<file path="config.mk">
export PLATFORM = sky130hd
export DESIGN_NAME = button_press_decoder
export DESIGN_NICKNAME = d
export VERILOG_FILES = /design/src/rtl/button_press_decoder_pkg.sv /design/src/rtl/button_press_decoder.sv
export SDC_FILE = /design/constraint.sdc
export NUM_CORES = 1
export LEC_CHECK = 0
export BUFFER_PORTS_ARGS = -buffer_cell sky130_fd_sc_hd__buf_2
export CAP_MARGIN = 20
export CORE_MARGIN = 3
export CORE_UTILIZATION = 35
export DETAILED_ROUTE_END_ITERATION = 8
export SLEW_MARGIN = 0
export SYNTH_ARGS = -nofsm -noshare
export SYNTH_HDL_FRONTEND = slang
export SYNTH_SLANG_ARGS = --single-unit
export TNS_END_PERCENT = 5
</file>
<file path="constraint.sdc">
create_clock -name clk -period 3.1 [get_ports clk]
set_clock_uncertainty 0.05 [all_clocks]
set_input_delay 0.93 -clock clk [delete_from_list [all_inputs] [get_ports clk]]
set_output_delay 0.93 -clock clk [all_outputs]
set_load 0.02 [all_outputs]
</file>
<file path="src/rtl/button_press_decoder_pkg.sv">
// button_press_decoder_pkg: user-event codes shared with the time-set FSM
package button_press_decoder_pkg;
  localparam logic [1:0] EV_NONE   = 2'd0;
  localparam logic [1:0] EV_SHORT  = 2'd1;
  localparam logic [1:0] EV_LONG   = 2'd2;
  localparam logic [1:0] EV_REPEAT = 2'd3;
endpackage

</file>
<file path="src/rtl/button_press_decoder.sv">
// button_press_decoder: classifies debounced button activity into short/long/repeat events
module button_press_decoder
  import button_press_decoder_pkg::*;
#(
  parameter int unsigned HOLD_CYCLES   = 100_000_000,
  parameter int unsigned REPEAT_CYCLES = 25_000_000,
  parameter int unsigned CNT_W         = 27
) (
  input  logic clk,
  input  logic reset,
  input  logic pressed,
  input  logic pressEdge,
  input  logic releaseEdge,
  output logic shortPress,
  output logic longPress,
  output logic repeatPulse,
  output logic held
);
  typedef enum logic [1:0] {S_IDLE, S_PRESSED, S_HELD} state_t;
  if (HOLD_CYCLES < 2 || REPEAT_CYCLES < 2) begin : g_bad_params
    $error("HOLD_CYCLES and REPEAT_CYCLES must both be >= 2");
  end
  state_t           state_q, state_d;
  logic [CNT_W-1:0] cnt_q, cnt_d;
  logic [1:0]       ev_q, ev_d;
  logic             rel;
  assign rel = releaseEdge || !pressed;
  always_comb begin
    state_d = state_q;
    cnt_d   = '0;
    ev_d    = EV_NONE;
    case (state_q)
      S_IDLE:    state_d = (pressEdge && !releaseEdge) ? S_PRESSED : S_IDLE;
      S_PRESSED: begin
        if (rel) begin
          state_d = S_IDLE;
          ev_d    = releaseEdge ? EV_SHORT : EV_NONE;
        end else if (cnt_q == CNT_W'(HOLD_CYCLES - 1)) begin
          state_d = S_HELD;
          ev_d    = EV_LONG;
        end else cnt_d = cnt_q + CNT_W'(1);
      end
      S_HELD: begin
        // a release always beats a repeat that falls due on the same edge
        if (rel) state_d = S_IDLE;
        else if (cnt_q == CNT_W'(REPEAT_CYCLES - 1)) ev_d = EV_REPEAT;
        else cnt_d = cnt_q + CNT_W'(1);
      end
      default:   state_d = S_IDLE;
    endcase
  end
  always_ff @(negedge clk or posedge reset) begin
    if (reset) begin
      state_q <= S_IDLE;
      cnt_q   <= '0;
      ev_q    <= EV_NONE;
    end else begin
      state_q <= state_d;
      cnt_q   <= cnt_d;
      ev_q    <= ev_d;
    end
  end
  assign shortPress  = ev_q == EV_SHORT;
  assign longPress   = ev_q == EV_LONG;
  assign repeatPulse = ev_q == EV_REPEAT;
  assign held        = state_q == S_HELD;
endmodule

</file>
Word-level counts from Yosys, hierarchy flattened
Cells that the tools add are included.
{"block": "totals", "ff_bits": 31, "latchBits": 0, "ram_bits": 0, "romBits": 0, "word_cells": 35, "n_memories": 0}
{"block": "classes", "addsub": 1, "multipliers": 0, "div_mod_pow": 0, "magnitude_cmp": 0, "eq_ne": 9, "n_shift": 0, "n_mux": 16, "bitwise": 0, "n_reduce_logical": 6}
{"operator": "27-bit two-way mux", "count": 4}
{"operator": "27-bit one-hot mux with 2 select lines", "count": 1}
{"operator": "27-bit by 1-bit adder with 27-bit output (second input constant)", "count": 1}
{"operator": "27-bit by 25-bit == test with 1-bit output (second input constant)", "count": 1}
{"operator": "27-bit == test (second input constant)", "count": 1}
{"operator": "2-bit two-way mux", "count": 7}
{"operator": "2-bit == test (second input constant)", "count": 3}
{"operator": "2-bit one-hot mux with 3 select lines", "count": 1}
{"operator": "2-bit by 1-bit == test with 1-bit output (second input constant)", "count": 2}
{"operator": "2-bit one-hot mux with 2 select lines", "count": 1}
{"operator": "3-bit != test (second input constant)", "count": 1}
{"operator": "1-bit logical NOT", "count": 2}
{"operator": "2-bit logical NOT", "count": 1}
{"operator": "1-bit two-way mux", "count": 2}
{"operator": "2-bit by 1-bit != test with 1-bit output (second input constant)", "count": 1}
{"operator": "2-bit AND reduction", "count": 1}
{"operator": "1-bit logical AND", "count": 1}
{"operator": "1-bit logical OR", "count": 1}

Longest topological paths before layout
{"block": "logic_depth", "word_depth": 4, "depth_mapped": 9}

==> impl_metrics.csv <==
group,metric,value,unit
status,outcome,"finished, violations left",
status,failed_checks,"setup timing",
power_and_ir_drop,switching_power,0.172,mW
cts,cts_buffers,5,
cts,cts_tree,"done",
logic_synthesis,syn_avg_cell_area,9.47,um^2
power_and_ir_drop,p_seq_share,52.9,%
cts,root_buffer,"clkbuf_8",
worst_hold_path,min_path_cells,1,
logic_synthesis,synth.net_count,209,
die,core,5170,um^2
placement,portBuffers,8,
die,io_pins,9,
worst_setup_path,cp-end-kind,"output port",
logic_synthesis,async_flop_share,100,%
routing,ant_nets,0,
routing,drt_pass1_iterations,4,
logic_synthesis,synth_commonest_cells,"dfrtn_1 (31), nand2_1 (15), a32oi_1 (14)",
flow_run,maxCapViolCount,0,
logic_synthesis,syn-cell-area,1890,um^2
logic_synthesis,synthDistinctLibCells,40,
timing,setup-violations-final,33,
logic_synthesis,synth_most_common_cell,"dfrtn_1",
logic_synthesis,synth_top_area_share,41.0,%
cts,cts.sinks,31,
power_and_ir_drop,p_per_area,341,nW/um^2
timing,max_slew_margin,62.5,%
worst_setup_path,critPathMaxFanout,2,
worst_setup_path,rr_endpoint,"cnt_q[5]$_DFF_NP0_",
final_layout,synthToLayoutAreaGrowth,19.9,%
power_and_ir_drop,power.internal,0.602,mW
worst_setup_path,start_kind,"flip-flop",
die,die_h,79.6,um
routing,drc,0,
worst_hold_path,min_to,"cnt_q[0]$_DFF_NP0_",
global_route,grt_pass1_vias,1531,
worst_setup_path,worst-r2r-cell-count,7,
logic_synthesis,syn_inst,200,
logic_synthesis,synth_xor_xnor_area_share,5.09,%
power_and_ir_drop,pwr-share-clk,41.8,%
worst_setup_path,r2r_start,"cnt_q[0]$_DFF_NP0_",
timing,rsz0062_at_grt,"true",
global_route,grt_overflow,0,
power_and_ir_drop,swShare,22.2,%
final_layout,nets,229,
power_and_ir_drop,p_leak,0.828,nW
final_layout,drive_gt1_share,20.0,%
worst_setup_path,crit_required,2.12,ns
die,initial_utilization,36.6,%
logic_synthesis,ys_top_cells_by_area,"dfrtn_1 (41%), a32oi_1 (6.5%), a31oi_1 (4.3%)",
placement,place.gp.congestion,0.808,
final_layout,final_util,43.9,%
timing,final_max_slew_viol_count,0,
power_and_ir_drop,pwr-share-comb,5.4,%
timing,hold_viol,0,
power_and_ir_drop,vdd_drop_max,0.154,mV
timing,layout_setup_ws,-0.470,ns
logic_synthesis,ys_warn_count,0,
die,fp-row-count,26,
logic_synthesis,synth_top_family_by_area,"simple AND/OR/NAND/NOR gates",
routing,post_drt_wl_per_cell,15.9,um
logic_synthesis,synth_compound_area_share,18.6,%
placement,place_ws,-0.636,ns
routing,highest_layer,"met4",
timing,worst_pin_slew,0.555,ns
cts,clk_pin_slew_worst_paths,0.05,ns
routing,wl_met3,223,um
routing,wl_met1,2210,um
placement,place_area,2110,um^2
logic_synthesis,ys_seq_elements,31,
timing,finalSetupTns,-8.67,ns
global_route,grt_max_degree,32,
routing,drtIter0Drc,128,
worst_hold_path,hold_path_startpoint,"cnt_q[0]$_DFF_NP0_",
logic_synthesis,yosys.area.top_type,"dfrtn_1",
worst_hold_path,min_path_type,"reg2reg",
power_and_ir_drop,total_power,0.774,mW
cts,clk_latency,0.29,ns
global_route,grt_pass1_wl,7650,um
logic_synthesis,synth_flop_cell,"dfrtn_1",
routing,met2_length,2130,um
routing,via_count,1719,
cts,h-tree-depth,2,
logic_synthesis,ys_seq_area_share,41.0,%
logic_synthesis,synth_edf_count,0,
placement,dp_hpwl,3020,um
die,die_area,6330,um^2
routing,wl,4620,um
routing,vias_per_cell,5.93,
die,die_w,79.6,um
worst_setup_path,rrSetupSlack,0.87,ns
final_layout,design_area,2270,um^2
final_layout,antennaDiodeCount,0,
logic_synthesis,synthSimpleGateAreaFrac,28.4,%
worst_setup_path,worstSetupPathType,"reg2out",
cts,cts_hold_buf,0,
global_route,antenna_found_initial,0,
logic_synthesis,synth_fa_ha_area_share,2.64,%
logic_synthesis,muxShareOfSynthArea,0,%
cts,clock_path_buffers,2,
global_route,grt_usage,15.2,%
worst_setup_path,cp.arrival,2.59,ns
==> metal layers <==
metal	vias to the layer above	global-route usage [%]
met3	7	2.71
met5	-	0
met4	0	4.98
met1	842	21.6
li1	831	-
met2	39	23.1
==> cells by family after synthesis <==
family	after synthesis
adders and majority gates	4
xor gates and xnor gates	11
DFF	31
and+or+nand+nor	86
buffers and inverters	19
AOI/OAI and AO/OA	49
==> through the flow <==
| stage | hold slack, ns | cells |
|---|---|---|
| floorplan | 0.344 | 200 |
| global placement | 0.366 | 280 |
| detailed placement | 0.384 | 280 |
| CTS | 0.384 | 288 |
| global route | 0.429 | 290 |
| finish | 0.378 | 290 |
==> power groups by stage <==
stage / Combinational (mW) / Clock, mW / Sequential [mW]
global route: 0.0462 / 0.350 / 0.409
detailed placement: 0.0355 / 0 / 0.416
finish: 0.0415 / 0.323 / 0.409
global placement: 0.0357 / 0 / 0.416
floorplan: 0.0179 / 0 / 0.416
CTS: 0.0398 / 0.333 / 0.409
==> flip-flops by register name, summed over array words and instances (netlist names) <==
signal   cells
ev_q         2
state_q      2
cnt_q       27
==> layout make-up <==
| class | count | area, um^2 |
|---|---|---|
| clock buffer | 6 | 82.6 |
| clock inverter | 1 | 5.00 |
| fill | 510 | 2900 |
| inverter | 6 | 22.5 |
| multi-input combinational | 150 | 1060 |
| sequential | 31 | 776 |
| tap | 70 | 87.6 |
| timing repair buffer | 26 | 238 |
==> worst max-delay path by stage <==
stage	startpoint	endpoint	slack, ns
floorplan	pressed	cnt_q[18]$_DFF_NP0_	-0.53
global placement	releaseEdge	state_q[0]$_DFFE_NP0P_	-0.60
detailed placement	releaseEdge	cnt_q[5]$_DFF_NP0_	-0.64
CTS	state_q[0]$_DFFE_NP0P_	held	-0.48
global route	state_q[0]$_DFFE_NP0P_	held	-0.51
finish	state_q[0]$_DFFE_NP0P_	held	-0.47
==> layout by cell type (no fill, tap or decap), types with 4 or more instances in the layout <==
cell type  count
dfrtn_1       31
buf_4         16
nand2_1       14
a32oi_1       14
a31oi_1       13
nand4_1       12
or4_1         10
nand3_1        9
or3_1          9
xnor2_1        8
o21ai_0        8
o31ai_1        7
clkbuf_8       6
buf_6          6
inv_1          4
==> worst max-delay path: stages, from the launching register on <==
cell and delay, ns:
dfrtn_1 0.42, inv_2 0.06, ha_4 0.15, buf_6 0.12
==> repair_timing <==
item                                    CTS  global route
setup buffers                             1             2
gates resized for setup                  14             2
pin swaps                                 8             2
gates cloned                              0             0
endpoints found under the setup margin   34            33
No activity file was read; power rests on OpenSTA's default activity.
